**src/rtl/mult_error_monitor_if.sv**
```systemverilog
// Operand/product stream and statistics bus between an NxN multiplier
// environment and its error-metric monitor.
interface mult_error_monitor_if #(
   parameter int N     = 8,
   parameter int ACC_W = 40,
   parameter int CNT_W = 17
);
   logic             start;
   logic             in_valid;
   logic             in_last;
   logic [N-1:0]     in_a;
   logic [N-1:0]     in_b;
   logic [2*N-1:0]   p_approx;
   logic             busy;
   logic             done;
   logic [CNT_W-1:0] test_count;
   logic [CNT_W-1:0] err_count;
   logic [CNT_W-1:0] nonzero_count;
   logic [ACC_W-1:0] sum_ed;
   logic [2*N-1:0]   max_ed;

   modport master (
      output start, in_valid, in_last, in_a, in_b, p_approx,
      input  busy, done, test_count, err_count, nonzero_count, sum_ed, max_ed
   );

   modport slave (
      input  start, in_valid, in_last, in_a, in_b, p_approx,
      output busy, done, test_count, err_count, nonzero_count, sum_ed, max_ed
   );
endinterface

```
**src/rtl/mult_error_monitor.sv**
```systemverilog
// Error-metric accumulator behind an (approximate) multiplier: aligns operands
// with the registered product, computes |P - A*B| and gathers run statistics.
module mult_error_monitor #(
   parameter int N     = 8,
   parameter int LAT   = 1,
   parameter int ACC_W = 40,
   parameter int CNT_W = 17
) (
   input logic                 clk,
   input logic                 rst,
   mult_error_monitor_if.slave bus
);
   localparam int PW = 2 * N;
   localparam int SW = ((ACC_W > PW) ? ACC_W : PW) + 1;

   typedef enum logic [1:0] {IDLE, RUN, DRAIN, DONE} state_t;

   state_t           state, state_nxt;
   logic [LAT-1:0]   dl_vld;
   logic [N-1:0]     dl_a [LAT];
   logic [N-1:0]     dl_b [LAT];

   logic             accept;
   logic             clear;
   logic             chk_vld;
   logic [PW-1:0]    exact;
   logic [PW:0]      diff;
   logic [PW:0]      diff_abs;
   logic [PW-1:0]    ed;
   logic [SW-1:0]    sum_wide;
   logic [ACC_W-1:0] sum_nxt;

   logic [CNT_W-1:0] test_cnt, err_cnt, nz_cnt;
   logic [ACC_W-1:0] sum_r;
   logic [PW-1:0]    max_r;

   function automatic logic [CNT_W-1:0] sat_inc(input logic [CNT_W-1:0] v);
      return (&v) ? v : v + CNT_W'(1);
   endfunction

   assign accept = (state == RUN) && bus.in_valid;
   assign clear  = (state == IDLE) && bus.start;

   always_ff @(posedge clk) begin
      if (rst) state <= IDLE;
      else     state <= state_nxt;
   end

   always_comb begin
      state_nxt = state;
      bus.busy  = 1'b0;
      bus.done  = 1'b0;
      unique case (state)
         IDLE:  if (bus.start) state_nxt = RUN;
         RUN: begin
            bus.busy = 1'b1;
            if (bus.in_valid && bus.in_last) state_nxt = DRAIN;
         end
         DRAIN: begin
            bus.busy = 1'b1;
            // Delay line empty means the last pair was checked on the previous edge
            if (dl_vld == '0) state_nxt = DONE;
         end
         DONE: begin
            bus.done  = 1'b1;
            state_nxt = IDLE;
         end
      endcase
   end

   always_ff @(posedge clk) begin
      if (rst) begin
         dl_vld <= '0;
      end else begin
         dl_vld[0] <= accept;
         for (int unsigned i = 1; i < LAT; i++) dl_vld[i] <= dl_vld[i-1];
      end
   end

   always_ff @(posedge clk) begin
      dl_a[0] <= bus.in_a;
      dl_b[0] <= bus.in_b;
      for (int unsigned i = 1; i < LAT; i++) begin
         dl_a[i] <= dl_a[i-1];
         dl_b[i] <= dl_b[i-1];
      end
   end

   always_comb begin
      chk_vld  = dl_vld[LAT-1];
      exact    = PW'(dl_a[LAT-1]) * PW'(dl_b[LAT-1]);
      diff     = {1'b0, bus.p_approx} - {1'b0, exact};
      diff_abs = diff[PW] ? (~diff + (PW+1)'(1)) : diff;
      ed       = diff_abs[PW-1:0];
      // Widened add so a single ED larger than the accumulator still saturates
      sum_wide = SW'(sum_r) + SW'(ed);
      sum_nxt  = (sum_wide > SW'({ACC_W{1'b1}})) ? '1 : sum_wide[ACC_W-1:0];
   end

   always_ff @(posedge clk) begin
      if (rst || clear) begin
         test_cnt <= '0;
         err_cnt  <= '0;
         nz_cnt   <= '0;
         sum_r    <= '0;
         max_r    <= '0;
      end else if (chk_vld) begin
         test_cnt <= sat_inc(test_cnt);
         if (ed != '0)    err_cnt <= sat_inc(err_cnt);
         if (exact != '0) nz_cnt  <= sat_inc(nz_cnt);
         sum_r <= sum_nxt;
         if (ed > max_r) max_r <= ed;
      end
   end

   assign bus.test_count    = test_cnt;
   assign bus.err_count     = err_cnt;
   assign bus.nonzero_count = nz_cnt;
   assign bus.sum_ed        = sum_r;
   assign bus.max_ed        = max_r;
endmodule

```
**src/flat_wrapper.sv**
```systemverilog
// flat-port wrapper written by rule: the top's interface ports become plain ports
module mult_error_monitor_flat 
#(
   parameter int N     = 8,
   parameter int LAT   = 1,
   parameter int ACC_W = 40,
   parameter int CNT_W = 17
)
  (clk, rst, bus_start, bus_in_valid, bus_in_last, bus_in_a, bus_in_b, bus_p_approx, bus_busy, bus_done, bus_test_count, bus_err_count, bus_nonzero_count, bus_sum_ed, bus_max_ed);
  mult_error_monitor_if #(.N(N), .ACC_W(ACC_W), .CNT_W(CNT_W)) bus_i ();
  input logic clk;
  input logic rst;
  input wire logic [$bits(bus_i.start)-1:0] bus_start;
  input wire logic [$bits(bus_i.in_valid)-1:0] bus_in_valid;
  input wire logic [$bits(bus_i.in_last)-1:0] bus_in_last;
  input wire logic [$bits(bus_i.in_a)-1:0] bus_in_a;
  input wire logic [$bits(bus_i.in_b)-1:0] bus_in_b;
  input wire logic [$bits(bus_i.p_approx)-1:0] bus_p_approx;
  output wire logic [$bits(bus_i.busy)-1:0] bus_busy;
  output wire logic [$bits(bus_i.done)-1:0] bus_done;
  output wire logic [$bits(bus_i.test_count)-1:0] bus_test_count;
  output wire logic [$bits(bus_i.err_count)-1:0] bus_err_count;
  output wire logic [$bits(bus_i.nonzero_count)-1:0] bus_nonzero_count;
  output wire logic [$bits(bus_i.sum_ed)-1:0] bus_sum_ed;
  output wire logic [$bits(bus_i.max_ed)-1:0] bus_max_ed;
  assign bus_i.start = bus_start;
  assign bus_i.in_valid = bus_in_valid;
  assign bus_i.in_last = bus_in_last;
  assign bus_i.in_a = bus_in_a;
  assign bus_i.in_b = bus_in_b;
  assign bus_i.p_approx = bus_p_approx;
  assign bus_busy = bus_i.busy;
  assign bus_done = bus_i.done;
  assign bus_test_count = bus_i.test_count;
  assign bus_err_count = bus_i.err_count;
  assign bus_nonzero_count = bus_i.nonzero_count;
  assign bus_sum_ed = bus_i.sum_ed;
  assign bus_max_ed = bus_i.max_ed;
  mult_error_monitor #(.N(N), .LAT(LAT), .ACC_W(ACC_W), .CNT_W(CNT_W)) u_core (.clk(clk), .rst(rst), .bus(bus_i));
endmodule
```
**config.mk**
```make
export PLATFORM = sky130hd
export DESIGN_NAME = mult_error_monitor_flat
export DESIGN_NICKNAME = d
export VERILOG_FILES = /design/src/rtl/mult_error_monitor_if.sv /design/src/rtl/mult_error_monitor.sv /design/src/flat_wrapper.sv
export SDC_FILE = /design/constraint.sdc
export NUM_CORES = 1
export LEC_CHECK = 0
export ABC_AREA = 1
export CORE_ASPECT_RATIO = 1.75
export CORE_UTILIZATION = 46
export DETAILED_ROUTE_END_ITERATION = 10
export MAX_ROUTING_LAYER = met4
export PLACE_DENSITY_LB_ADDON = 0.25
export SLEW_MARGIN = 20
export SYNTH_ARGS = -nofsm -noshare
export SYNTH_HDL_FRONTEND = slang
export SYNTH_SLANG_ARGS = --single-unit
```
**constraint.sdc**
```tcl
create_clock -name clk -period 13.6 [get_ports clk]
set_clock_uncertainty 0.05 [all_clocks]
set_input_delay 2.04 -clock clk [delete_from_list [all_inputs] [get_ports clk]]
set_output_delay 2.04 -clock clk [all_outputs]
set_load 0.03 [all_outputs]
```
==> metrics.txt <==
MaxCap Viol Count 0; Post-CTS Setup Inserts 0; largest net degree at the start of global routing 73; chip width 118 um; CTS sink cnt 126; IO Pins 146; total gr overflow 0; Post-DP HPWL 23600 um; Synth area leader dfxtp_1; R2R cell count 42; RSZ-0062 raised after global routing false; initial antenna violation count 0; vias in the first global route 10400; Rows 74; post-synth top area share 0.232; final setup fails 0; CP peak stage delay 0.69 ns; initial core utilization 0.467; maximum clock frequency 0.111 GHz; Max-slew headroom 0.440; fin crit period 8.99 ns; CTS tree built; fillers 2280; clk slew on worst S/H paths 0.06 ns; area of the multi-input gates 6940 um2; area grow syn2layout 21.4%; clock buffer depth 2; htree depth 4; Worst Tran Pin Value 0.840 ns; Antenna diodes 0; dpl ws 4.61 ns; Routed WL 29200 um; Die Height 205 um; CP bufs+invs 7; number of synthesized flops with an enable pin 0; Commonest cells post-synth nand2_1 (358), inv_1 (317), dfxtp_1 (126), nor2_1 (99), ha_1 (96); synthesized area 10900 um2; Yosys Warn Count 0; # DRC 0; gr usage total 0.256; Reg area 2520 um2; Power, Total 0.00285 W; worst setup margin 4.61 ns; TritonCTS Buffers 17; Slew Viols, Final 0; Cell Pwr Density 216 nW/um2; clock latency on the worst-skew pair 0.43 ns; count leader, synth nand2_1; Worst Setup End Kind register; DR iter-0 viols 601; total vias in the final route 10600; Leakage 6.31 nW; main flop type after synthesis dfxtp_1; maximum VDD drop 0.117 mV; Final #Nets 1902; post-synthesis sequential area ratio 0.232; fin crit share 0.661; # resized after CTS 0; status finished, final reports clean; final hold violation count 0; die area 24200 um2; layout cells sized above 1 0.0671; cell family with most CP delay adder cells; Distinct cells, synth 44; class of the worst hold path register to register; CP Max Fanout 11; GPL Wtd Cong 0.971; Hold Crit Depth 2; Layout Utilization 0.567; main area contributors after synthesis dfxtp_1 (23%), nand2_1 (12%), ha_1 (11%), inv_1 (11%), fa_1 (7.0%); Critical Path Stages 42; core area 23200 um2; first drt pass iteration count 7; slowest CP cell a21oi_1; critical path launch point type register; Gate Count Post-Synth 1601; crit-path most repeated cell nand2_1; total negative slack 0 ns; drt via density 5.17; flops & latches, synth 126; clock root cell clkbuf_16; worst endpoint required time 13.91 ns; ANT nets after route 0; first-pass GRT wire length 47900 um; Avg Inst Size Synth 6.78 um2; Syn Nets 1772; post-synthesis async set-or-reset flop share 0; kind of critical path register to register; Post-CTS Hold Buffers 0; Routed WL per cell 14.3 um; Crit path arrival time 9.30 ns; Port Buffers 145
## cells in the final DEF, fill, tap and decap left out, drive strengths merged, types with 7 or more instances in the layout
cell type / count
xnor2: 24
clkdlybuf4s50: 145
fa: 38
nor2: 111
o21ai: 70
nand2: 389
nand3: 104
clkbuf: 22
a21oi: 97
a31oi: 9
dfxtp: 126
ha: 96
nand4: 39
o211ai: 13
inv: 327
nor3: 39
xor2: 37
nor4: 7
## stage by stage
step / hold WS (ns) / instance area, um2 / instances
6_report: 0.445 / 13200 / 2048
5_1_grt: 0.464 / 13200 / 2048
4_1_cts: 0.444 / 13200 / 2048
3_5_place_dp: 0.435 / 12600 / 2016
3_3_place_gp: 0.425 / 12600 / 2016
2_1_floorplan: 0.471 / 10900 / 1601
## where the power goes
group          internal (W)  switching, W  total, W
Combinational      0.000671       0.00128   0.00195
Sequential         0.000390     0.0000235  0.000413
Clock              0.000311      0.000175  0.000486
## per-layer routing
metal  up-vias  share of wire  global-route usage
met3        82          0.034              0.0377
met2       284           0.56               0.503
met4         0          0.043               0.149
met5         -              0                   -
li1       5358              -                   -
met1      4871           0.36               0.229
## final timing paths
kind | start | to | slack [ns]
setup / recovery | u_core.dl_b[0][7]$_DFF_P_ | u_core.bus.sum_ed[32]$_SDFFE_PP0P_ | 4.61
hold / removal | u_core.bus.test_count[8]$_SDFFE_PP0P_ | u_core.bus.test_count[8]$_SDFFE_PP0P_ | 0.44
setup reg to reg | u_core.dl_b[0][7]$_DFF_P_ | u_core.bus.sum_ed[32]$_SDFFE_PP0P_ | 4.61
hold reg to reg | u_core.bus.test_count[8]$_SDFFE_PP0P_ | u_core.bus.test_count[8]$_SDFFE_PP0P_ | 0.44
## sequential cells by signal, summed over array words and instances (netlist names)
signal                    cells
u_core.bus.sum_ed            40
u_core.state                  2
u_core.bus.err_count         17
u_core.dl_b                   8
u_core.bus.max_ed            16
u_core.dl_a                   8
u_core.bus.nonzero_count     17
u_core.bus.test_count        17
u_core.chk_vld                1
## kinds of logic after synthesis
kind of cell	Yosys count	share of synthesized area
compound gates	211	0.112
fa+ha+maj	134	0.181
buf+inv	367	0.129
simple gates	702	0.295
xor+xnor	61	0.0513
flops	126	0.232
## worst reg2reg max path, delay by kind of cell, from the launching register on
kind,cells,cell delay (ns)
flip-flops,1,0.50
buffers and inverters,7,0.62
XOR/XNOR,1,0.19
AO/OA/AOI/OAI,7,1.91
adder cells (fa/ha/maj),7,3.21
AND/OR/NAND/NOR,20,2.42
## layout make-up
cell class / count / area share
multi-input combinational: 1108 / 0.527
sequential: 126 / 0.191
timing repair buffer: 150 / 0.113
inverter: 328 / 0.0934
clock buffer: 22 / 0.0345
tap: 304 / 0.0289
clock inverter: 10 / 0.0122
Note: power is estimated with default switching activity, not from simulation.
